==> src/rtl/updown_counter_mod_pkg.sv <==
// rtl/updown_counter_mod_pkg.sv - direction constants and modulus helpers for the up/down counter
package counter_pkg;

    localparam logic DIR_UP   = 1'b1;
    localparam logic DIR_DOWN = 1'b0;

    function automatic int max_count(input int modulus);
        return modulus - 1;
    endfunction

    // Modulus must leave at least two states and fit in the register.
    function automatic bit legal_modulus(input int width, input int modulus);
        return (modulus >= 2) && (longint'(modulus) <= (longint'(1) << width));
    endfunction

endpackage

==> src/rtl/updown_counter_mod_if.sv <==
// rtl/updown_counter_mod_if.sv - control and status bundle of the up/down counter
interface updown_counter_mod_if #(
    parameter int WIDTH = 5
);
    logic             en;
    logic             up;
    logic             load;
    logic [WIDTH-1:0] load_val;
    logic [WIDTH-1:0] q;
    logic             tc;
    logic             wrap;

    modport master (
        output en, up, load, load_val,
        input  q, tc, wrap
    );

    modport slave (
        input  en, up, load, load_val,
        output q, tc, wrap
    );
endinterface

==> src/rtl/updown_counter_mod_next_state.sv <==
// rtl/updown_counter_mod_next_state.sv - next count, wrap flag and terminal count (combinational)
module counter_next_state
    import counter_pkg::*;
#(
    parameter int WIDTH   = 5,
    parameter int MODULUS = 32
) (
    input  logic [WIDTH-1:0] q,
    input  logic             up,
    input  logic             en,
    input  logic             load,
    input  logic [WIDTH-1:0] load_val,
    output logic [WIDTH-1:0] q_next,
    output logic             wrap_next,
    output logic             tc
);

    // One extra bit keeps q+1 exact when MODULUS is a full power of two.
    localparam logic [WIDTH:0] MAX_Q = (WIDTH+1)'(max_count(MODULUS));

    logic [WIDTH:0] q_ext;
    logic [WIDTH:0] lv_ext;
    logic [WIDTH:0] nxt;
    logic           at_max;
    logic           at_zero;

    assign q_ext   = {1'b0, q};
    assign lv_ext  = {1'b0, load_val};
    assign at_max  = (q_ext == MAX_Q);
    assign at_zero = (q_ext == '0);
    assign tc      = en & ((up == DIR_UP) ? at_max : at_zero);

    always_comb begin
        nxt       = q_ext;
        wrap_next = 1'b0;
        if (load) begin
            nxt = (lv_ext > MAX_Q) ? MAX_Q : lv_ext;
        end else if (en) begin
            if (up == DIR_UP) begin
                if (at_max) begin
`ifdef UPDOWN_COUNTER_SAT_EN
                    nxt = MAX_Q;
`else
                    nxt       = '0;
                    wrap_next = 1'b1;
`endif
                end else begin
                    nxt = q_ext + 1'b1;
                end
            end else begin
                if (at_zero) begin
`ifdef UPDOWN_COUNTER_SAT_EN
                    nxt = '0;
`else
                    nxt       = MAX_Q;
                    wrap_next = 1'b1;
`endif
                end else begin
                    nxt = q_ext - 1'b1;
                end
            end
        end
    end

    // nxt never exceeds MAX_Q, so its top bit is always zero.
    logic unused_nxt_msb;
    assign unused_nxt_msb = nxt[WIDTH];
    assign q_next         = nxt[WIDTH-1:0];

endmodule

==> src/rtl/updown_counter_mod.sv <==
// rtl/updown_counter_mod.sv - synchronous up/down modulo-N counter; UPDOWN_COUNTER_SAT_EN selects saturation
module updown_counter_mod
    import counter_pkg::*;
#(
    parameter int WIDTH   = 5,
    parameter int MODULUS = 32
) (
    input  logic               clk,
    input  logic               clear,
    updown_counter_mod_if.slave bus
);

    if (!legal_modulus(WIDTH, MODULUS)) begin : g_bad_modulus
        $error("updown_counter_mod: MODULUS must satisfy 2 <= MODULUS <= 2**WIDTH");
    end

    logic [WIDTH-1:0] q_r;
    logic [WIDTH-1:0] q_next;
    logic             wrap_next;

    counter_next_state #(
        .WIDTH   (WIDTH),
        .MODULUS (MODULUS)
    ) u_next (
        .q         (q_r),
        .up        (bus.up),
        .en        (bus.en),
        .load      (bus.load),
        .load_val  (bus.load_val),
        .q_next    (q_next),
        .wrap_next (wrap_next),
        .tc        (bus.tc)
    );

    always_ff @(posedge clk or posedge clear) begin
        if (clear) begin
            q_r <= '0;
        end else begin
            q_r <= q_next;
        end
    end

`ifdef UPDOWN_COUNTER_SAT_EN
    logic unused_wrap_next;
    assign unused_wrap_next = wrap_next;
    assign bus.wrap         = 1'b0;
`else
    logic wrap_r;

    // Clear drops a pending wrap pulse immediately.
    always_ff @(posedge clk or posedge clear) begin
        if (clear) begin
            wrap_r <= 1'b0;
        end else begin
            wrap_r <= wrap_next;
        end
    end

    assign bus.wrap = wrap_r;
`endif

    assign bus.q = q_r;

endmodule

==> src/flat_wrapper.sv <==
// flat-port wrapper written by rule: the top's interface ports become plain ports
module updown_counter_mod_flat import counter_pkg::*;
#(
    parameter int WIDTH   = 5,
    parameter int MODULUS = 32
)
  (clk, clear, bus_en, bus_up, bus_load, bus_load_val, bus_q, bus_tc, bus_wrap);
  updown_counter_mod_if #(.WIDTH(WIDTH)) bus_i ();
  input  logic clk;
  input  logic clear;
  input wire logic [$bits(bus_i.en)-1:0] bus_en;
  input wire logic [$bits(bus_i.up)-1:0] bus_up;
  input wire logic [$bits(bus_i.load)-1:0] bus_load;
  input wire logic [$bits(bus_i.load_val)-1:0] bus_load_val;
  output wire logic [$bits(bus_i.q)-1:0] bus_q;
  output wire logic [$bits(bus_i.tc)-1:0] bus_tc;
  output wire logic [$bits(bus_i.wrap)-1:0] bus_wrap;
  assign bus_i.en = bus_en;
  assign bus_i.up = bus_up;
  assign bus_i.load = bus_load;
  assign bus_i.load_val = bus_load_val;
  assign bus_q = bus_i.q;
  assign bus_tc = bus_i.tc;
  assign bus_wrap = bus_i.wrap;
  updown_counter_mod #(.WIDTH(WIDTH), .MODULUS(MODULUS)) u_core (.clk(clk), .clear(clear), .bus(bus_i));
endmodule
==> config.mk <==
export PLATFORM = sky130hd
export DESIGN_NAME = updown_counter_mod_flat
export DESIGN_NICKNAME = d
export VERILOG_FILES = /design/src/rtl/updown_counter_mod_pkg.sv /design/src/rtl/updown_counter_mod_if.sv /design/src/rtl/updown_counter_mod_next_state.sv /design/src/rtl/updown_counter_mod.sv /design/src/flat_wrapper.sv
export SDC_FILE = /design/constraint.sdc
export NUM_CORES = 1
export LEC_CHECK = 0
export ABC_AREA = 1
export CAP_MARGIN = 20
export CELL_PAD_IN_SITES_DETAIL_PLACEMENT = 1
export CELL_PAD_IN_SITES_GLOBAL_PLACEMENT = 1
export CORE_MARGIN = 3
export CORE_UTILIZATION = 32
export DETAILED_ROUTE_END_ITERATION = 8
export GPL_ROUTABILITY_DRIVEN = 1
export PLACE_DENSITY = 0.77
export SLEW_MARGIN = 20
export SYNTH_ARGS = -nofsm -noshare
export SYNTH_HDL_FRONTEND = slang
export SYNTH_SLANG_ARGS = --single-unit
export TNS_END_PERCENT = 100
==> constraint.sdc <==
create_clock -name clk -period 2.26 [get_ports clk]
set_input_delay 0.452 -clock clk [delete_from_list [all_inputs] [get_ports clk]]
set_output_delay 0.452 -clock clk [all_outputs]
set_load 0.05 [all_outputs]
==> results.rst, run 1 <==
.. list-table::
   :header-rows: 1

   * - Metric
     - Value
   * - Syn Nets
     - 84
   * - Remaining design rule violation count
     - 0
   * - Critical Setup Path Class
     - flop to primary output
   * - Depth of the CTS H-tree
     - 1
   * - Final net count
     - 107
   * - YS warnings
     - 0
   * - Clock latency of the later-clocked register in the worst-skew pair
     - 0.25 ns
   * - Buffering stage count on the worst path with inverters included
     - 3
   * - Chip Width
     - 46.1 µm
   * - Proportion of synthesized chip area in sequential cells
     - 29.1%
   * - # diodes
     - 0
   * - Crit-path leading delay family
     - buffers and inverters
   * - WL per Instance
     - 13.7 µm
   * - Count of flip-flops with a built-in enable after synthesis
     - 0
   * - Highest-count cells in the layout ignoring fill and taps
     - nand2_1, clkdlybuf4s50_1, inv_1, nor2_1, nand3_1
   * - Endpoint type of the worst setup path
     - primary output
   * - Overall via count from detail_route
     - 547
   * - Initial DRC count
     - 5
   * - Clock-pin slew of the registers on the worst-case setup and hold paths
     - 0.05 ns
   * - Commonest non-fill, non-tap cell in the layout
     - nand2_1
   * - Finish-stage setup viols
     - 0
   * - Cell with the largest stage delay on the worst path
     - dfrtp_1
   * - Final sum of negative setup slack
     - 0 ns
   * - Max-slew violation count
     - 0
   * - Final hold violation count
     - 0
   * - Slew headroom
     - 66.1%
   * - Critical Path Source Type
     - flop
   * - Via count of the first global-routing pass
     - 562
   * - Number of iterations in the first detailed-routing pass
     - 4
   * - Vertical die dimension
     - 46.1 µm
   * - Minimum clock period
     - 2.14 ns
   * - Wirelength, routed
     - 1.45 mm
   * - Std-Cell Core Area
     - 1400 µm²
   * - Clock tree from TritonCTS
     - yes
   * - Synth Register Bits
     - 6
   * - Ratio of total power to cell area
     - 590 nW/µm²
   * - Leakage power total
     - 0.355 nW
   * - Yosys cell types
     - 21
   * - Fraction of met2 tracks used by global routing
     - 26.9%
   * - Floorplan die area
     - 2130 µm²
   * - Per-instance average area after synthesis
     - 7.36 µm²
   * - Path class of the lowest-slack min-delay path
     - primary input to async pin
   * - Area growth syn-to-layout
     - 45.6%
   * - Share of the cycle needed by the critical path after routing
     - 94.6%
   * - Global placement routability congestion
     - 0.795
   * - RSZ-0062 raised after global routing
     - no
   * - Outcome
     - complete, no violations
   * - Total power of the final layout
     - 0.443 mW
   * - Gr ovfl total
     - 0
   * - Signal arrival time at the worst endpoint
     - 1.69 ns
   * - Number of CTS-inserted buffers
     - 3
   * - Maximum fanout along the worst path
     - 5
   * - FILL cells
     - 175
   * - Antenna violations before repair
     - 0
   * - GRT busiest layer
     - met2
   * - Delay of the slowest cell on the worst path
     - 0.37 ns
   * - Critical path cell sequence
     - buf_4, inv_1, ha_1, nand4_4, a21oi_4, buf_12
   * - Longest Clk Path Bufs
     - 2
   * - Antenna Violating Nets Remaining
     - 0
   * - Share of final-layout standard cells stronger than drive strength 1
     - 17.6%
   * - Met1 Resource Use GR
     - 19.2%
   * - Number of top-level pins
     - 17
   * - Synthesized instance count
     - 70
   * - Maximum number of pins on one net before global-route repair
     - 9
   * - Maximum clock frequency
     - 468 MHz
   * - Post-Route Skew
     - 0.00678 ns
   * - Effective utilization at floorplan
     - 36.9%
   * - Sinks on the clock net
     - 6
   * - GRT Resource Usage Total
     - 16.5%
   * - Pin slew with the least headroom to its limit
     - 0.508 ns
   * - Share of async-settable or async-resettable flops after synthesis
     - 100%
   * - Drt via density
     - 5.16
   * - Largest vdd supply drop
     - 0.235 mV
   * - Critical path required time
     - 1.81 ns
   * - Met3 Track Usage GR
     - 7.81%
   * - Synthesized cell area
     - 515 µm²
   * - Top FF cell, synth
     - dfrtp_1
   * - Maximum Capacitance Violations
     - 0
   * - Wire length of the first global-routing pass
     - 2.42 mm
   * - Root buffer cell
     - clkbuf_4
   * - Number of port buffers
     - 16
   * - Half-perimeter wire length of the detailed placement result
     - 1.26 mm
   * - Count of standard-cell rows
     - 13
## layout make-up
class / instances / area, µm² / share of cell area [%]
inverter: 10 / 37.5 / 5.00
tap: 15 / 18.8 / 2.50
multi-input combinational: 53 / 328 / 43.7
sequential: 6 / 151 / 20.2
timing repair buffer: 19 / 193 / 25.7
clock buffer: 3 / 22.5 / 3.00
## Yosys cell counts, types with 2 or more instances
| library cell | n | area, µm² |
|---|---|---|
| nor2_1 | 8 | 30.0 |
| nand3_1 | 7 | 35.0 |
| o211ai_1 | 2 | 15.0 |
| inv_1 | 8 | 30.0 |
| dfrtp_1 | 6 | 150 |
| nand2_1 | 16 | 60.1 |
| o22ai_1 | 2 | 12.5 |
| nand2_2 | 2 | 12.5 |
| o21ai_0 | 2 | 10.0 |
| a22oi_1 | 2 | 15.0 |
| ha_1 | 4 | 50.1 |
| inv_2 | 2 | 7.51 |
## sequential cells by signal, indices dropped and copies added (netlist names)
name,cells
u_core.bus.q,5
u_core.bus.wrap,1
## stage by stage
stage                     utilization, %  hold slack, ns  std cells  setup slack, ns  cell area [µm²]
after floorplan                        -           0.243         70           0.0414              527
after global placement              52.0           0.575        103            0.301              727
after detailed placement            52.0           0.577        103            0.245              727
after CTS                           53.6           0.410        106           0.0774              749
after global routing                53.7           0.421        106          0.00548              751
final                               53.7           0.418        106            0.123              751
## report_power, final
part	internal [mW]	switching, mW	leakage [nW]	total, mW
combinational	0.0815	0.125	0.269	0.206
sequential	0.121	0.0158	0.0723	0.136
clock	0.0602	0.0403	0.0138	0.100
total	0.262	0.181	0.355	0.443
## metal layers
| metal | wire (µm) | share of wire, % |
|---|---|---|
| met1 | 627 | 43 |
| met2 | 733 | 51 |
| met3 | 74 | 5.1 |
| met4 | 12 | 0.83 |
| met5 | 0 | 0 |
## kinds of logic (layout without fill, tap and decap cells)
kind of cell	after synthesis	in the layout	share of synthesized area, %
flops	6	6	29.1
buf+inv	11	32	9.47
compound gates	11	11	13.8
simple gates	37	37	36.2
xor+xnor	1	1	1.70
fa+ha+maj	4	4	9.71
## worst paths after layout
kind / startpoint / end / slack (ns) / cells after the start
setup / recovery: u_core.bus.q[0]$_DFFE_PP0P_ / bus_tc / 0.12 / 6
hold / removal: clear / u_core.bus.wrap$_DFF_PP0_ / 0.42 / 2
setup reg to reg: u_core.bus.q[0]$_DFFE_PP0P_ / u_core.bus.q[0]$_DFFE_PP0P_ / 0.79 / 7
hold reg to reg: u_core.bus.q[2]$_DFFE_PP0P_ / u_core.bus.q[2]$_DFFE_PP0P_ / 0.58 / 2
max in group asynchronous: clear / u_core.bus.q[3]$_DFFE_PP0P_ / 1.62 / 2
min in group clk: u_core.bus.q[2]$_DFFE_PP0P_ / u_core.bus.q[2]$_DFFE_PP0P_ / 0.58 / 2
## what timing repair did
action                     4_1_cts  5_1_grt
hold endpoints to repair         0        0
hold buffers                     0        0
setup buffers                    0        0
setup endpoints to repair        0        1
gates resized for setup          0        1
Power figures use the tool's default switching activity.
==> run 2: changes to the inputs <==
Settings changed: CTS_CLUSTER_SIZE set to 8.
==> results of run 2 <==
No change in the layout: final DEF, timing and power equal those of run 1.
